File: src/rtl/moldudp64_pkg.sv
// Shared constants, state encoding and push-request type for the MoldUDP64 transmit path.
package moldudp64_pkg;

   localparam int LEN   = 8;   // bytes per stream beat
   localparam int ML_W  = 16;  // message length / count width
   localparam int SID_W = 80;
   localparam int SEQ_W = 64;
   localparam int MH_W  = 20;  // header bytes: sid + seq + count

   localparam logic [ML_W-1:0] HEARTBEAT_CNT = 16'h0000;
   localparam logic [ML_W-1:0] EOS_CNT       = 16'hFFFF;

   typedef enum logic [2:0] {
      ST_IDLE,
      ST_HDR,
      ST_MSG_LEN,
      ST_MSG_DATA,
      ST_FLUSH
   } tx_state_e;

   typedef struct packed {
      logic           vld;
      logic [3:0]     cnt;
      logic [LEN*8-1:0] data;
   } push_t;

   function automatic logic [3:0] popcnt8(input logic [7:0] m);
      logic [3:0] c;
      c = '0;
      for (int i = 0; i < 8; i++) c = c + 4'(m[i]);
      return c;
   endfunction

endpackage

File: src/rtl/moldudp64_tx_packer.sv
// 16-byte shift accumulator: appends 0..8 bytes per cycle, emits 8-byte beats,
// and drains a partial final beat when flushing.
module moldudp64_tx_packer
   import moldudp64_pkg::*;
#(
   parameter int AXI_DATA_W = 64,
   parameter int AXI_KEEP_W = AXI_DATA_W/8
) (
   input  logic                  i_clk,
   input  logic                  i_nreset,
   input  push_t                 i_push,
   input  logic                  i_flush,
   input  logic                  i_tready,
   output logic                  o_tvalid,
   output logic                  o_tlast,
   output logic [AXI_DATA_W-1:0] o_tdata,
   output logic [AXI_KEEP_W-1:0] o_tkeep,
   output logic [4:0]            o_acc_cnt,
   output logic [4:0]            o_cnt_base
);

   logic [2*LEN-1:0][7:0] r_buf;
   logic [4:0]            r_cnt;
   logic [2*LEN-1:0][7:0] w_base;
   logic [2*LEN-1:0][7:0] w_next;
   logic [4:0]            w_cnt_base;
   logic [4:0]            w_cnt_next;
   logic [4:0]            w_off;
   logic                  w_pop;

   assign o_tvalid  = (r_cnt >= 5'(LEN)) || (i_flush && (r_cnt != 5'd0));
   assign o_tlast   = i_flush && (r_cnt != 5'd0) && (r_cnt <= 5'(LEN));
   assign o_tdata   = r_buf[LEN-1:0];
   assign o_acc_cnt = r_cnt;
   assign o_cnt_base = w_cnt_base;
   assign w_pop     = o_tvalid && i_tready;

   always_comb begin
      for (int i = 0; i < AXI_KEEP_W; i++) o_tkeep[i] = o_tvalid && (5'(i) < r_cnt);
   end

   // Bytes at and above r_cnt are always zero, so the shift fills cleanly.
   always_comb begin
      w_base     = r_buf;
      w_cnt_base = r_cnt;
      w_off      = '0;
      if (w_pop) begin
         w_base     = r_buf >> (LEN*8);
         w_cnt_base = (r_cnt >= 5'(LEN)) ? r_cnt - 5'(LEN) : 5'd0;
      end
      w_next = w_base;
      for (int i = 0; i < 2*LEN; i++) begin
         w_off = 5'(i) - w_cnt_base;
         if (i_push.vld && (5'(i) >= w_cnt_base) && (w_off < {1'b0, i_push.cnt}))
            w_next[i] = i_push.data[{w_off[2:0], 3'b000} +: 8];
      end
      w_cnt_next = w_cnt_base + (i_push.vld ? {1'b0, i_push.cnt} : 5'd0);
   end

   always_ff @(posedge i_clk or negedge i_nreset) begin
      if (!i_nreset) begin
         r_buf <= '0;
         r_cnt <= '0;
      end else begin
         r_buf <= w_next;
         r_cnt <= w_cnt_next;
      end
   end

endmodule

File: src/rtl/moldudp64_tx.sv
// MoldUDP64 packet encoder: header + length-prefixed messages onto a byte-packed
// 64-bit AXI-Stream, with a running sequence number.
module moldudp64_tx
   import moldudp64_pkg::*;
#(
   parameter int               AXI_DATA_W = 64,
   parameter int               AXI_KEEP_W = AXI_DATA_W/8,
   parameter logic [SEQ_W-1:0] SEQ_INIT   = 64'd1
) (
   input  logic                  clk,
   input  logic                  nreset,
   input  logic                  pkt_v_i,
   output logic                  pkt_ready_o,
   input  logic [ML_W-1:0]       pkt_cnt_i,
   input  logic [SID_W-1:0]      pkt_sid_i,
   input  logic                  mold_msg_v_i,
   output logic                  mold_msg_ready_o,
   input  logic                  mold_msg_start_i,
   input  logic [ML_W-1:0]       mold_msg_len_i,
   input  logic [AXI_KEEP_W-1:0] mold_msg_mask_i,
   input  logic [AXI_DATA_W-1:0] mold_msg_data_i,
   output logic                  udp_axis_tvalid_o,
   input  logic                  udp_axis_tready_i,
   output logic [AXI_DATA_W-1:0] udp_axis_tdata_o,
   output logic [AXI_KEEP_W-1:0] udp_axis_tkeep_o,
   output logic                  udp_axis_tlast_o,
   output logic                  udp_axis_tuser_o,
   output logic [SEQ_W-1:0]      seq_o
);

   tx_state_e          r_state, w_nxt;
   logic [MH_W*8-1:0]  r_hdr;
   logic [ML_W-1:0]    r_cnt;
   logic [SEQ_W-1:0]   r_seq;
   logic [1:0]         r_hph;
   logic [ML_W-1:0]    r_msgs;
   logic [ML_W-1:0]    r_rem;
   logic               r_first;
   logic               r_err;
   logic               r_live;

   push_t              w_push;
   logic [4:0]         w_acc_cnt;
   logic [4:0]         w_cnt_base;
   logic               w_pop;
   logic               w_pkt_acc;
   logic               w_beat;
   logic [3:0]         w_pc;
   logic               w_over;
   logic [ML_W-1:0]    w_rem_nxt;

   assign w_pop     = udp_axis_tvalid_o && udp_axis_tready_i;
   assign w_pc      = popcnt8(mold_msg_mask_i);
   assign w_over    = {12'b0, w_pc} > r_rem;
   assign w_rem_nxt = w_over ? '0 : r_rem - {12'b0, w_pc};
   assign seq_o     = r_seq;
   assign udp_axis_tuser_o = udp_axis_tlast_o && r_err;

   always_comb begin
      w_nxt            = r_state;
      w_push           = '0;
      pkt_ready_o      = 1'b0;
      mold_msg_ready_o = 1'b0;
      w_pkt_acc        = 1'b0;
      w_beat           = 1'b0;
      case (r_state)
         ST_IDLE: begin
            pkt_ready_o = r_live;
            w_pkt_acc   = pkt_v_i && r_live;
            if (w_pkt_acc) w_nxt = ST_HDR;
         end
         ST_HDR: begin
            w_push.cnt = (r_hph == 2'd2) ? 4'd4 : 4'd8;
            for (int i = 0; i < LEN; i++) w_push.data[i*8 +: 8] = r_hdr[MH_W*8-1-8*i -: 8];
            w_push.vld = (w_cnt_base + {1'b0, w_push.cnt}) <= 5'd15;
            if (w_push.vld && (r_hph == 2'd2))
               w_nxt = (r_cnt == HEARTBEAT_CNT || r_cnt == EOS_CNT) ? ST_FLUSH : ST_MSG_LEN;
         end
         ST_MSG_LEN: begin
            // Length prefix only; the start beat itself is consumed in MSG_DATA.
            w_push.cnt        = 4'd2;
            w_push.data[7:0]  = mold_msg_len_i[15:8];
            w_push.data[15:8] = mold_msg_len_i[7:0];
            w_push.vld = mold_msg_v_i && mold_msg_start_i && (w_cnt_base <= 5'd13);
            if (w_push.vld) w_nxt = ST_MSG_DATA;
         end
         ST_MSG_DATA: begin
            mold_msg_ready_o = (w_acc_cnt < 5'd8) || w_pop;
            w_beat      = mold_msg_v_i && mold_msg_ready_o;
            w_push.vld  = w_beat;
            w_push.cnt  = w_pc;
            w_push.data = mold_msg_data_i;
            if (w_beat && (w_rem_nxt == '0))
               w_nxt = (r_msgs == 16'd1) ? ST_FLUSH : ST_MSG_LEN;
         end
         ST_FLUSH: begin
            if (w_pop && udp_axis_tlast_o) w_nxt = ST_IDLE;
         end
         default: w_nxt = ST_IDLE;
      endcase
   end

   always_ff @(posedge clk or negedge nreset) begin
      if (!nreset) begin
         r_state <= ST_IDLE;
         r_seq   <= SEQ_INIT;
         r_hdr   <= '0;
         r_cnt   <= '0;
         r_hph   <= '0;
         r_msgs  <= '0;
         r_rem   <= '0;
         r_first <= 1'b0;
         r_err   <= 1'b0;
         r_live  <= 1'b0;
      end else begin
         r_state <= w_nxt;
         r_live  <= 1'b1;
         case (r_state)
            ST_IDLE: begin
               r_err <= 1'b0;
               if (w_pkt_acc) begin
                  r_hdr  <= {pkt_sid_i, r_seq, pkt_cnt_i};
                  r_cnt  <= pkt_cnt_i;
                  r_msgs <= pkt_cnt_i;
                  r_hph  <= '0;
               end
            end
            ST_HDR: begin
               if (w_push.vld) begin
                  r_hdr <= r_hdr << (LEN*8);
                  r_hph <= r_hph + 2'd1;
               end
            end
            ST_MSG_LEN: begin
               if (w_push.vld) begin
                  r_rem   <= mold_msg_len_i;
                  r_first <= 1'b1;
                  if (mold_msg_len_i == '0) r_err <= 1'b1;
               end
            end
            ST_MSG_DATA: begin
               if (w_beat) begin
                  r_first <= 1'b0;
                  r_rem   <= w_rem_nxt;
                  if ((mold_msg_start_i && !r_first) || w_over) r_err <= 1'b1;
                  if (w_rem_nxt == '0) r_msgs <= r_msgs - 16'd1;
               end
            end
            ST_FLUSH: begin
               if (w_pop && udp_axis_tlast_o && r_cnt != HEARTBEAT_CNT && r_cnt != EOS_CNT)
                  r_seq <= r_seq + {48'b0, r_cnt};
            end
            default: ;
         endcase
      end
   end

   moldudp64_tx_packer #(
      .AXI_DATA_W (AXI_DATA_W),
      .AXI_KEEP_W (AXI_KEEP_W)
   ) u_packer (
      .i_clk      (clk),
      .i_nreset   (nreset),
      .i_push     (w_push),
      .i_flush    (r_state == ST_FLUSH),
      .i_tready   (udp_axis_tready_i),
      .o_tvalid   (udp_axis_tvalid_o),
      .o_tlast    (udp_axis_tlast_o),
      .o_tdata    (udp_axis_tdata_o),
      .o_tkeep    (udp_axis_tkeep_o),
      .o_acc_cnt  (w_acc_cnt),
      .o_cnt_base (w_cnt_base)
   );

endmodule

File: config.mk
export PLATFORM = sky130hd
export DESIGN_NAME = moldudp64_tx
export DESIGN_NICKNAME = d
export VERILOG_FILES = /design/src/rtl/moldudp64_pkg.sv /design/src/rtl/moldudp64_tx_packer.sv /design/src/rtl/moldudp64_tx.sv
export SDC_FILE = /design/constraint.sdc
export NUM_CORES = 1
export LEC_CHECK = 0
export CAP_MARGIN = 20
export CELL_PAD_IN_SITES_DETAIL_PLACEMENT = 1
export CELL_PAD_IN_SITES_GLOBAL_PLACEMENT = 1
export CORE_ASPECT_RATIO = 1.25
export CORE_MARGIN = 5
export CORE_UTILIZATION = 43
export DETAILED_ROUTE_END_ITERATION = 7
export PLACE_DENSITY_LB_ADDON = 0.1
export SYNTH_ARGS = -nofsm -noshare
export SYNTH_HDL_FRONTEND = slang
export SYNTH_SLANG_ARGS = --single-unit
File: constraint.sdc
create_clock -name clk -period 6.03 [get_ports clk]
set_input_delay 0.603 -clock clk [delete_from_list [all_inputs] [get_ports clk]]
set_output_delay 0.603 -clock clk [all_outputs]
set_load 0.05 [all_outputs]
=== Word level (Yosys, flattened, before mapping) ===
Cells that the tools add are included.

* Add/subtract/negate cells: 30
* Multiply operators: 0
* Divide/modulo/power cells: 0
* Order comparisons: 46
* Eq/ne operators: 20
* Shift operators: 16
* Muxes and demuxes: 58
* Bitwise operators: 0
* Reduce and logical (&&, ||, !) cells: 92

{| class="wikitable"
|+ Operators by type and width
! kind !! number
|-
| 64-bit by 7-bit variable part select with 8-bit output || 16
|-
| 160-bit two-way mux || 2
|-
| 160-bit one-hot mux with 2 select lines || 1
|-
| 128-bit two-way mux || 1
|-
| 8-bit two-way mux || 16
|-
| 16-bit two-way mux || 6
|-
| 48-bit one-hot mux with 2 select lines || 1
|-
| 5-bit by 4-bit < comparator with 1-bit output || 16
|-
| 64-bit by 16-bit adder with 64-bit output || 1
|-
| 16-bit one-hot mux with 2 select lines || 2
|-
| 1-bit logical AND || 54
|-
| 16-bit zero test || 3
|-
| 16-bit one-hot mux with 3 select lines || 1
|-
| 4-bit by 5-bit >= comparator with 1-bit output, first input constant || 8
|-
| 4-bit by 5-bit subtractor with 5-bit output, first input constant || 8
|-
| 2-bit nonzero test || 19
|-
| 3-bit two-way mux || 7
|-
| 3-bit by 5-bit >= comparator with 1-bit output, first input constant || 4
|-
| 3-bit by 5-bit < comparator with 1-bit output, first input constant || 4
|-
| 2-bit inequality test, second input constant || 10
|-
| 3-bit by 5-bit subtractor with 5-bit output, first input constant || 4
|-
| 4-bit by 1-bit adder with 4-bit output || 4
|-
| 16-bit by 1-bit == test with 1-bit output, second input constant || 1
|-
| 16-bit == test, second input constant || 1
|-
| 44 further kinds || 72
|}

* Register bits: 413
* Latch bits: 0
* RAM bits: 0
* Memory bits (read-only): 0
* Input bits: 190
* Output and inout port bits: 141
* Word-level logic and storage cells: 289
* Memories kept: 0

=== Logic depth before layout (Yosys ltp) ===
Gate-level depths: netlist of run 1.

* Depth in word-level cells: 13
* Depth in mapped cells: 22
* Mapped depth without buffers: 18

=== Modules after synthesis ===
Synthesis of run 1 repeated with hierarchy kept, for this count alone.

* Cells, all modules: 2,429
* Area total of the unflattened synthesis: 24,704.9 µm²

{| class="wikitable"
|+ By module, submodules not included
! module !! instances !! cells an instance !! area each (µm²) !! sequential area each (µm²)
|-
| moldudp64_tx || 1 || 1,492 || 14,825.5 || 7,008.0
|-
| moldudp64_tx_packer || 1 || 937 || 9,879.5 || 3,328.2
|}

=== Worst setup path before layout of run 1 ===
OpenSTA, ideal clock, no wires.

* Path type: in2reg
* Start point: input mold_msg_mask_i[0]
* End point: register u_packer.r_buf, in the netlist u_packer.o_tdata[45]
* Library setup time: 0.123 ns
* Arrival time: 4.890 ns
* Required time: 5.907 ns
* Slack: 1.017 ns
* Stages: 20
* Buffers on the path: 2
* Cell sequence: inv_1 fa_1 fa_1 fa_1 inv_1 ha_1 inv_1 fa_1 xor2_1 nor2_1 a21oi_1 ha_1 nor2b_1 a221oi_1 nor2b_1 or3_1 buf_4 buf_6 nor2_1 a21oi_1

* Word-level cells in the longest chain between the ends: 11
* Elaborated cells between the ends (all ways): 12
* Classes of those cells: add/sub (7); order compare (1); mux (2); reduce/logical (2)

{| class="wikitable"
|+ Ends and longest elaborated chain
! what !! line !! RTL
|-
| start, declared || moldudp64_tx.sv:20 || <nowiki>input logic [AXI_KEEP_W-1:0] mold_msg_mask_i,</nowiki>
|-
| 1-bit by 1-bit adder with 2-bit output (*) || moldudp64_pkg.sv:30 || <nowiki>for (int i = 0; i < 8; i++) c = c + 4'(m[i]);</nowiki>
|-
| 2-bit by 1-bit adder with 3-bit output (*) || moldudp64_pkg.sv:30 ||
|-
| 3-bit by 1-bit adder with 4-bit output (*) || moldudp64_pkg.sv:30 ||
|-
| 4-bit by 1-bit adder with 4-bit output (*) (4 in a row) || moldudp64_pkg.sv:30 ||
|-
| 5-bit one-hot mux with 3 select lines (*) || moldudp64_tx.sv:66 || <nowiki>case (r_state)</nowiki>
|-
| 5-bit by 4-bit < comparator with 1-bit output (*) || moldudp64_tx_packer.sv:54 || <nowiki>if (i_push.vld && (5'(i) >= w_cnt_base) && (w_off < {1'b0, i_push.cnt}))</nowiki>
|-
| 1-bit logical AND (*) || moldudp64_tx_packer.sv:54 ||
|-
| 8-bit two-way mux / 2-bit nonzero test (equally long branches) || - ||
|-
| end signal, assigned || moldudp64_tx_packer.sv:65 || <nowiki>r_buf <= w_next;</nowiki>
|-
| end, declared || moldudp64_tx_packer.sv:22 || <nowiki>logic [2*LEN-1:0][7:0] r_buf;</nowiki>
|}

Every way passes the cells marked *; elsewhere a longest branch is shown, timed or not.
A chain may end at the register's enable or synchronous reset.

=== Worst setup path in the final report of run 1 ===
* Start point: input mold_msg_mask_i[0]
* End point: register r_msgs[4]

* Word-level cells in the longest chain between the ends: 12
* Elaborated cells between the ends (all ways): 13
* Classes of those cells: add/sub (8); order compare (1); eq/ne (1); mux (1); reduce/logical (2)

{| class="wikitable"
|+ Ends and longest elaborated chain
! what !! line !! RTL
|-
| 1-bit by 1-bit adder with 2-bit output (*) || moldudp64_pkg.sv:30 ||
|-
| 2-bit by 1-bit adder with 3-bit output (*) || moldudp64_pkg.sv:30 ||
|-
| 3-bit by 1-bit adder with 4-bit output (*) || moldudp64_pkg.sv:30 ||
|-
| 4-bit by 1-bit adder with 4-bit output (*) (4 in a row) || moldudp64_pkg.sv:30 ||
|-
| 16-bit by 4-bit subtractor with 16-bit output / 4-bit by 16-bit > comparator with 1-bit output (equally long branches) || moldudp64_tx.sv:55, moldudp64_tx.sv:54 ||
|-
| 16-bit two-way mux (*) || moldudp64_tx.sv:55 || <nowiki>assign w_rem_nxt = w_over ? '0 : r_rem - {12'b0, w_pc};</nowiki>
|-
| 16-bit zero test (*) || moldudp64_tx.sv:146 || <nowiki>if (w_rem_nxt == '0) r_msgs <= r_msgs - 16'd1;</nowiki>
|-
| 2-bit inequality test (no source line) (*) || - ||
|-
| 4-bit AND reduction (no source line) (*) || - ||
|-
| end signal, assigned || moldudp64_tx.sv:124 || <nowiki>r_msgs <= pkt_cnt_i;</nowiki>
|-
| end signal, assigned || moldudp64_tx.sv:146 ||
|-
| end, declared || moldudp64_tx.sv:36 || <nowiki>logic [ML_W-1:0] r_msgs;</nowiki>
|}

Marks and branches as above.

==> results of run 1 <==
cells in the mapped netlist, types with 46 or more instances:
library cell,instances
dfrtp_1,412
nand2_1,365
mux2i_1,242
o21ai_0,229
nor2_1,173
a21oi_1,160
clkbuf_1,111
ha_1,80
a22o_1,79
inv_1,69
buf_4,68
mux2_2,65
a22oi_1,54
nand3_1,46
flip-flops by register name, summed over array words and instances (netlist names), 5 cells and up:
signal              flops
seq_o                  64
u_packer.o_acc_cnt      5
r_msgs                 16
r_cnt                  16
u_packer.o_tdata       64
r_rem                  16
u_packer.r_buf         64
r_hdr                 160
worst max-delay path, delay by kind of cell:
family / cells / cell delay (ps)
adders and majority gates: 6 / 2310
buffers and inverters: 5 / 1000
AOI/OAI and AO/OA: 3 / 880
and+or+nand+nor: 4 / 710
xor gates and xnor gates: 1 / 240
muxes: 1 / 190
worst max path at each step:
stage / start / end / cells after the start
final: mold_msg_mask_i[0] / r_msgs[4] / 20
after global routing: mold_msg_mask_i[0] / r_msgs[4] / 20
after CTS: mold_msg_mask_i[0] / r_msgs[4] / 20
after detailed placement: mold_msg_mask_i[0] / u_packer.r_buf[101] / 19
after global placement: mold_msg_mask_i[0] / r_msgs[15] / 19
after floorplan: mold_msg_mask_i[0] / u_packer.o_tdata[45] / 20
power by group through the flow:
stage | Sequential [mW] | Combinational [mW] | Clock, mW
4_1_cts | 3.49 | 7.09 | 2.85
3_5_place_dp | 3.54 | 7.05 | 0
6_report | 3.49 | 7.10 | 2.78
3_3_place_gp | 3.51 | 6.84 | 0
5_1_grt | 3.54 | 7.70 | 2.98
2_1_floorplan | 3.42 | 5.01 | 0
routing by layer:
metal	track usage [%]	part of all wire [%]	vias to the layer above
met3	4.75	4.1	145
li1	-	-	9906
met5	0	0.12	-
met1	35.6	42	10700
met2	48.7	50	416
met4	10.1	4.0	16
area by class of cell:
cell class / instances / area, um^2 / share of cell area [%]
multi-input cells: 1956 / 13100 / 43.6
flip-flops and latches: 413 / 10300 / 34.4
repair buffers: 387 / 3860 / 12.9
clock buffers: 59 / 1270 / 4.23
well taps: 750 / 938 / 3.13
inverters: 73 / 274 / 0.913
clock inverters: 24 / 211 / 0.705
diodes: 9 / 22.5 / 0.0751
stage by stage:
step	hold WS, ps	worst slack [ps]	utilization, %	area (um^2)
floorplan	307	1020	-	24900
global placement	461	301	49.8	28500
detailed placement	468	86.4	49.8	28500
CTS	44.9	716	52.3	30000
global route	75.0	353	52.4	30000
finish	20.1	620	52.4	30000
logic make-up after synthesis:
logic type               Yosys count
XOR/XNOR                          82
AO/OA/AOI/OAI                    716
buffers and inverters            310
adder cells (fa/ha/maj)           88
other                              1
flip-flops                       413
multiplexers                     307
AND/OR/NAND/NOR                  762
==> flow_metrics.tcl, run 1 <==
set metrics [dict create \
    status "completed" \
    fin_crit_ps 5410 \
    core-area_mm2 0.0573 \
    place_inst 3578 \
    yosys_warnings 0 \
    fin_tns_setup_ps 0 \
    cpMaxStageDelayCell "fa_1" \
    clock_sinks 413 \
    instances_no_fill 3671 \
    worst_slew_pin_slew_ps 1010 \
    ys_seq_elements 413 \
    drt_iter0_markers 1207 \
    r2r-end "u_packer.o_acc_cnt[4]" \
    dp_hpwl_um 68700 \
    clock_path_buffers 3 \
    slew_viol_final 0 \
    synth.mux.area_fraction_pct 12.7 \
    synth_top_area_share_pct 41.4 \
    dieHeight_um 279 \
    clock_insertion_delay_worst_skew_ps 600 \
    grt_pass1_vias 22600 \
    first_pass_iters 5 \
    place_congestion 0.938 \
    ys.flop_type "dfrtp_1" \
    grt_pass1_wl_um 139000 \
    r2r_slack_ps 1200 \
    dieArea_mm2 0.0628 \
    synth_edf_count 0 \
    final_cell_mix "dfrtp_1 (412), nand2_1 (364), clkdlybuf4s50_1 (329)" \
    seqPwrFrac_pct 26.1 \
    holdCritPathClass "input port to asynchronous set/reset pin" \
    skew_ps 23.7 \
    path_clk_slew_ps 70 \
    synth_cells 2679 \
    grt_max_degree 157 \
    die_x_um 225 \
    synth_top_family_by_area "compound AO/OA/AOI/OAI gates" \
    synth_area_leaders "dfrtp_1 (41%), mux2i_1 (9.7%), nand2_1 (5.5%)" \
    setup_viol 0 \
    syn_avg_cell_area_um2 9.29 \
    hold_viol 0 \
    total_leakage_power_nw 13.3 \
    synth.distinct_cells 78 \
    fillers 6472 \
    synthSimpleGateAreaFrac_pct 13.7 \
    layout-drive-gt1-share_pct 8.04 \
    final.period_utilization_pct 89.7 \
    postCtsHoldBufs 0 \
    syn_nets 2957 \
    internal_power_mw 7.12 \
    cp_slowest_stage_delay_ps 550 \
    r2r_cells 18 \
    h-tree-depth 2 \
    crit_chain "clkdlybuf4s50_1, inv_1, fa_1, fa_1, fa_1, inv_1, ha_1, inv_1, fa_1, xor2_1, ha_1, nor2b_1, o21ai_0, nand3_1, mux2i_1, and3_1, a31oi_2, buf_4, nand2_1, o211ai_1" \
    ios 331 \
    viasPerCell 5.76 \
    critPathMaxFanout 28 \
    seq_area_frac_synth_pct 41.5 \
    rows 98 \
    cts-root-buf "clkbuf_16" \
    final_common_cell "dfrtp_1" \
    rsz0062_at_grt "no" \
    grt_antenna_before_repair 18 \
    start_util_pct 43.5 \
    synth_compound_area_share_pct 18.5 \
    worstPathRequired_ps 6540 \
    drc 0 \
    syn_area_mm2 0.0249 \
    drv_cap 0 \
    swShare_pct 46.8 \
    wl_um 89900 \
    synth_xor_area_share_pct 2.88 \
    num_vias 21100 \
    power.net_switching_mw 6.25 \
    cts_setup_buffers 0 \
    vdd_ir_drop_max_v 0.000335 \
    worstSetupPathType "input port to register" \
    clkPwrFrac_pct 20.8 \
    max_freq_mhz 185 \
    slew_headroom_pct 32.1 \
    r2r-start "u_packer.o_acc_cnt[4]" \
    ys_async_sr_fraction_pct 100 \
    end_kind "register" \
    power_mw 13.4 \
    crit_top_cell "fa_1" \
    cts_resized 0 \
    ant_nets 0 \
    nets 3154 \
    combPwrFrac_pct 53.1 \
    cts_buffers 45 \
    startpoint_type "input port" \
    p_per_area_mw_per_mm2 446 \
    cp.arrival_ps 5930 \
    area_growth_pct 20.5 \
    yosys.area.top_type "dfrtp_1" \
    gr-usage-all-layers_pct 28.2 \
    gr-total-overflow 0 \
    wl_per_cell_um 24.5 \
    synthAdderAreaFrac_pct 4.66 \
    cts_tree "done" \
    io_buffers 330 \
]
No activity file was read; power rests on OpenSTA's default activity.
==> run 2, diff against run 1 <==
--- a/config.mk
+++ b/config.mk
@@ -5,6 +5,7 @@
 export SDC_FILE = /design/constraint.sdc
 export NUM_CORES = 1
 export LEC_CHECK = 0
+export ABC_CLOCK_PERIOD_IN_PS = 6030
 export CAP_MARGIN = 20
 export CELL_PAD_IN_SITES_DETAIL_PLACEMENT = 1
 export CELL_PAD_IN_SITES_GLOBAL_PLACEMENT = 1
@@ -13,6 +14,7 @@
 export CORE_UTILIZATION = 43
 export DETAILED_ROUTE_END_ITERATION = 7
 export PLACE_DENSITY_LB_ADDON = 0.1
+export RECOVER_POWER = 50
 export SYNTH_ARGS = -nofsm -noshare
 export SYNTH_HDL_FRONTEND = slang
 export SYNTH_SLANG_ARGS = --single-unit
==> flow_metrics.tcl, run 2 (same netlist as run 1, synthesis figures left out) <==
set metrics [dict create \
    stdcell_area_mm2 0.0300 \
    worstSetupPathType "input port to register" \
    worstPathRequired_ps 6540 \
    crit_top_cell "fa_1" \
    largest_reg_flops 160 \
    hold_depth 2 \
    h-tree-depth 2 \
    r2r_cells 18 \
    vdd_ir_drop_max_v 0.000331 \
    total_leakage_power_nw 13.4 \
    cp.arrival_ps 5930 \
    cts_tree "done" \
    clock_sinks 413 \
    critPathMaxFanout 28 \
    max_freq_mhz 185 \
    status "finished, violations left" \
    hold_viol 0 \
    wl_um 89800 \
    top_register "r_hdr" \
    crit_chain "clkdlybuf4s50_1, inv_1, fa_1, fa_1, fa_1, inv_1, ha_1, inv_1, fa_1, xor2_1, ha_1, nor2b_1, o21ai_0, nand3_1, mux2i_1, and3_1, a31oi_2, buf_4, nand2_1, o211ai_1" \
    cpMaxStageDelayCell "fa_1" \
    clock_insertion_delay_worst_skew_ps 600 \
    start_util_pct 43.5 \
    dp_hpwl_um 68700 \
    end_kind "register" \
    core-area_mm2 0.0573 \
    place_congestion 0.938 \
    area_growth_pct 20.4 \
    rsz0062_at_grt "no" \
    dieHeight_um 279 \
    slew_headroom_pct -251 \
    drv_cap 3 \
    num_vias 21100 \
    grt_max_degree 157 \
    drc 0 \
    setup_viol 0 \
    startpoint_type "input port" \
    dieArea_mm2 0.0628 \
    instances_no_fill 3671 \
    ios 331 \
    cts_setup_buffers 0 \
    placed_cell_area_mm2 0.0285 \
    grt_pass1_vias 22600 \
    worst_slew_pin_slew_ps 5270 \
    first_pass_iters 5 \
    gr-usage-all-layers_pct 28.2 \
    drt_iter0_markers 1159 \
    ant_nets 0 \
    die_x_um 225 \
    clock_path_buffers 3 \
    gr-total-overflow 0 \
    cts-root-buf "clkbuf_16" \
    final_cell_mix "dfrtp_1 (412), nand2_1 (364), clkdlybuf4s50_1 (270)" \
    layout-drive-gt1-share_pct 7.93 \
    viasPerCell 5.75 \
    final.period_utilization_pct 89.8 \
    place_inst 3578 \
    power_mw 13.3 \
    cp_slowest_stage_delay_ps 550 \
    grt_antenna_before_repair 18 \
    wl_per_cell_um 24.5 \
    fin_crit_ps 5410 \
    io_buffers 330 \
    nets 3154 \
    fin_tns_setup_ps 0 \
    path_clk_slew_ps 70 \
    cts_resized 0 \
    postCtsHoldBufs 0 \
    final_common_cell "dfrtp_1" \
    fin_hold_ws_ps 481 \
    grt_pass1_wl_um 139000 \
    p_per_area_mw_per_mm2 444 \
    violations "max-capacitance violations, max-slew violations" \
    rows 98 \
    skew_ps 23.2 \
    cts_buffers 45 \
    slew_viol_final 154 \
    holdCritPathClass "register to register" \
]
[run 2: cell count changes in the layout (fill, tap and decap cells not counted), sizes merged]
cell	previous run	this run
clkbuf	59	61
buf	58	56
dlygate4sd3	0	59
clkdlybuf4s50	329	270
[run 2: power by group]
part	switching, mW	leakage (nW)	internal (mW)
combinational	4.71	7.12	2.33
sequential	0.289	5.58	3.19
clock	1.23	0.741	1.55
[run 2: area by class of cell]
| cell class | count | area (um^2) |
|---|---|---|
| inverter | 73 | 274 |
| clock inverter | 24 | 211 |
| fill | 6472 | 27300 |
| antenna | 9 | 22.5 |
| multi-input combinational | 1956 | 13100 |
| sequential | 413 | 10300 |
| tap | 750 | 938 |
| timing repair buffer | 387 | 3850 |
| clock buffer | 59 | 1270 |
[run 2: final timing paths]
| path | from | to | slack (ps) |
|---|---|---|---|
| worst max-delay path | mold_msg_mask_i[0] | r_msgs[4] | 620 |
| worst min-delay path | r_hdr[71] | r_hdr[71] | 480 |
| worst max register to register | u_packer.o_acc_cnt[4] | u_packer.o_acc_cnt[4] | 1180 |
| worst min register to register | r_hdr[71] | r_hdr[71] | 480 |
| max in group asynchronous | nreset | u_packer.o_tdata[44] | 1130 |
| min in group asynchronous | nreset | u_packer.r_buf[127] | 1940 |
[run 2: critical path, delay by kind of cell]
kind | cells | cell delay (ps)
xor gates and xnor gates | 1 | 240
and+or+nand+nor | 4 | 690
adders and majority gates | 6 | 2310
AOI/OAI and AO/OA | 3 | 880
muxes | 1 | 190
buffers and inverters | 5 | 1000
[run 2: metrics by stage]
step	util [%]	worst slack (ps)
finish	52.4	618
detailed placement	49.8	86.4
global placement	49.8	301
CTS	52.3	716
global route	52.4	192
floorplan	-	1020
[run 2: metal layers]
layer,vias to the layer above,part of all wire (%),wire (um),GRT usage (%)
li1,9904,-,-,-
met4,16,4.0,3570,10.1
met1,10600,41,37100,35.6
met2,446,50,45200,48.7
met5,-,0.12,108,0
met3,143,4.3,3900,4.75
==> run 3, diff against run 2 <==
--- a/config.mk
+++ b/config.mk
@@ -11,7 +11,8 @@
 export CELL_PAD_IN_SITES_GLOBAL_PLACEMENT = 1
 export CORE_ASPECT_RATIO = 1.25
 export CORE_MARGIN = 5
-export CORE_UTILIZATION = 43
+export CORE_UTILIZATION = 44
+export CTS_BUF_LIST = sky130_fd_sc_hd__clkbuf_4
 export DETAILED_ROUTE_END_ITERATION = 7
 export PLACE_DENSITY_LB_ADDON = 0.1
 export RECOVER_POWER = 50
==> flow_metrics.tcl, run 3 (same netlist as run 1, synthesis figures left out) <==
set metrics [dict create \
    dp_hpwl_um 68700 \
    dieArea_mm2 0.0615 \
    fillers 6451 \
    drc 0 \
    multi_input_area_mm2 0.0131 \
    drt_iter0_markers 1245 \
    first_pass_iters 5 \
    final_common_cell "dfrtp_1" \
    final_cell_mix "dfrtp_1 (412), nand2_1 (364), clkdlybuf4s50_1 (275)" \
    nets 3219 \
    total_leakage_power_nw 13.5 \
    wl_per_cell_um 23.9 \
    clkPwrFrac_pct 19.0 \
    grt_max_degree 167 \
    end_kind "primary output" \
    viasPerCell 5.71 \
    largest_reg_flops 160 \
    ant_nets 0 \
    grt_pass1_wl_um 138000 \
    gr-usage-all-layers_pct 28.6 \
    combPwrFrac_pct 54.2 \
    clock_insertion_delay_worst_skew_ps 890 \
    skew_ps 71.9 \
    cp.arrival_ps 4580 \
    drv_cap 2 \
    grt_pass1_vias 23000 \
    instances_no_fill 3774 \
    final_util_pct 53.3 \
    core-area_mm2 0.0561 \
    status "finished, violations left" \
    swShare_pct 48.1 \
    cts_tree "done" \
    top_register "r_hdr" \
    fin_crit_ps 5180 \
    worstPathRequired_ps 5430 \
    cts_buffers 109 \
    clock_path_buffers 3 \
    worstSetupPathType "register to primary output" \
    power.net_switching_mw 6.27 \
    final.period_utilization_pct 86.0 \
    path_clk_slew_ps 70 \
    start_util_pct 44.4 \
    gr-total-overflow 0 \
    wl_um 90300 \
    hold_viol 0 \
    grt_antenna_before_repair 15 \
    cts-root-buf "clkbuf_4" \
    critPathMaxFanout 34 \
    power_mw 13.0 \
    io_buffers 330 \
    die_x_um 223 \
    p_per_area_mw_per_mm2 436 \
    place_congestion 0.924 \
    vdd_ir_drop_max_v 0.000271 \
    holdCritPathClass "input port to register" \
    slew_viol_final 109 \
    worst_slew_pin_slew_ps 4370 \
    startpoint_type "register" \
    rows 97 \
    rsz0062_at_grt "no" \
    h-tree-depth 3 \
    slew_headroom_pct -191 \
    ios 331 \
    fin_tns_setup_ps 0 \
    clock_sinks 413 \
    dieHeight_um 276 \
    layout-drive-gt1-share_pct 10.6 \
    cts_setup_buffers 0 \
    setup_viol 0 \
    place_inst 3571 \
    internal_power_mw 6.76 \
    num_vias 21600 \
    final-seq-area_mm2 0.0103 \
    seqPwrFrac_pct 26.7 \
    fin_hold_ws_ps 351 \
    violations "max-capacitance violations, max-slew violations" \
    max_freq_mhz 193 \
    area_growth_pct 19.9 \
]
## run 3: changes by cell type in the layout (fill, tap and decap cells not counted), moves of 2 or more
cell and change:
buf_4 +2, clkbuf_1 -5, clkbuf_16 -45, clkbuf_4 +158, clkbuf_8 -9, clkdlybuf4s50_1 +5
clkinv_1 +22, clkinv_2 -13, diode_2 +3, dlygate4sd3_1 -4
## run 3: stage by stage
stage / cell area [um^2] / setup slack [ps]
floorplan: 24900 / 1020
global placement: 28500 / 289
detailed placement: 28500 / 35.6
CTS: 29800 / 984
global route: 29800 / 435
finish: 29900 / 845
## run 3: final cells by class
cell class	instances	area share, %
diodes	12	0.101
clock buffers	158	3.97
flip-flops and latches	413	34.6
multi-input cells	1956	43.8
clock inverters	32	0.595
repair buffers	388	12.9
well taps	742	3.11
inverters	73	0.918
## run 3: repair_timing
action / in CTS / in global routing
resized for setup: 0 / 0
hold buffers: 1 / 0
endpoints found under the hold margin: 71 / 0
## run 3: per-layer routing
layer / wire [um] / vias up / track usage [%]
met5: 43 / - / 0
met4: 3610 / 6 / 12.0
met3: 4180 / 153 / 5.09
met2: 45400 / 542 / 50.1
met1: 37000 / 10800 / 35.0
li1: - / 10100 / -
## run 3: final timing paths
kind                                            start                     to  slack, ps  cells past startpoint
worst min register to register             r_hdr[101]             r_hdr[101]        480                      2
max in group asynchronous                      nreset               seq_o[8]       1610                      3
worst max-delay path                       r_state[2]    udp_axis_tkeep_o[6]        850                      8
min in group asynchronous                      nreset   u_packer.o_tdata[62]       1840                      2
worst min-delay path                    pkt_sid_i[11]              r_hdr[91]        350                      3
worst max register to register  u_packer.o_acc_cnt[0]  u_packer.o_acc_cnt[4]       1280                     15
## run 3: power by group through the flow
| stage | registers [mW] | clock network, mW | logic [mW] |
|---|---|---|---|
| 2_1_floorplan | 3.42 | 0 | 5.01 |
| 3_3_place_gp | 3.51 | 0 | 6.85 |
| 3_5_place_dp | 3.54 | 0 | 7.06 |
| 4_1_cts | 3.49 | 2.57 | 7.10 |
| 5_1_grt | 3.54 | 2.72 | 7.64 |
| 6_report | 3.48 | 2.48 | 7.07 |
## run 3: worst max-delay path: stages (launching register included)
cell and delay (ps):
dfrtp_1 330, clkbuf_1 1080, nor3b_1 470, o21ai_0 200, nand3_1 260, nand2_1 150
a21oi_1 200, a21boi_0 210, clkdlybuf4s50_1 840
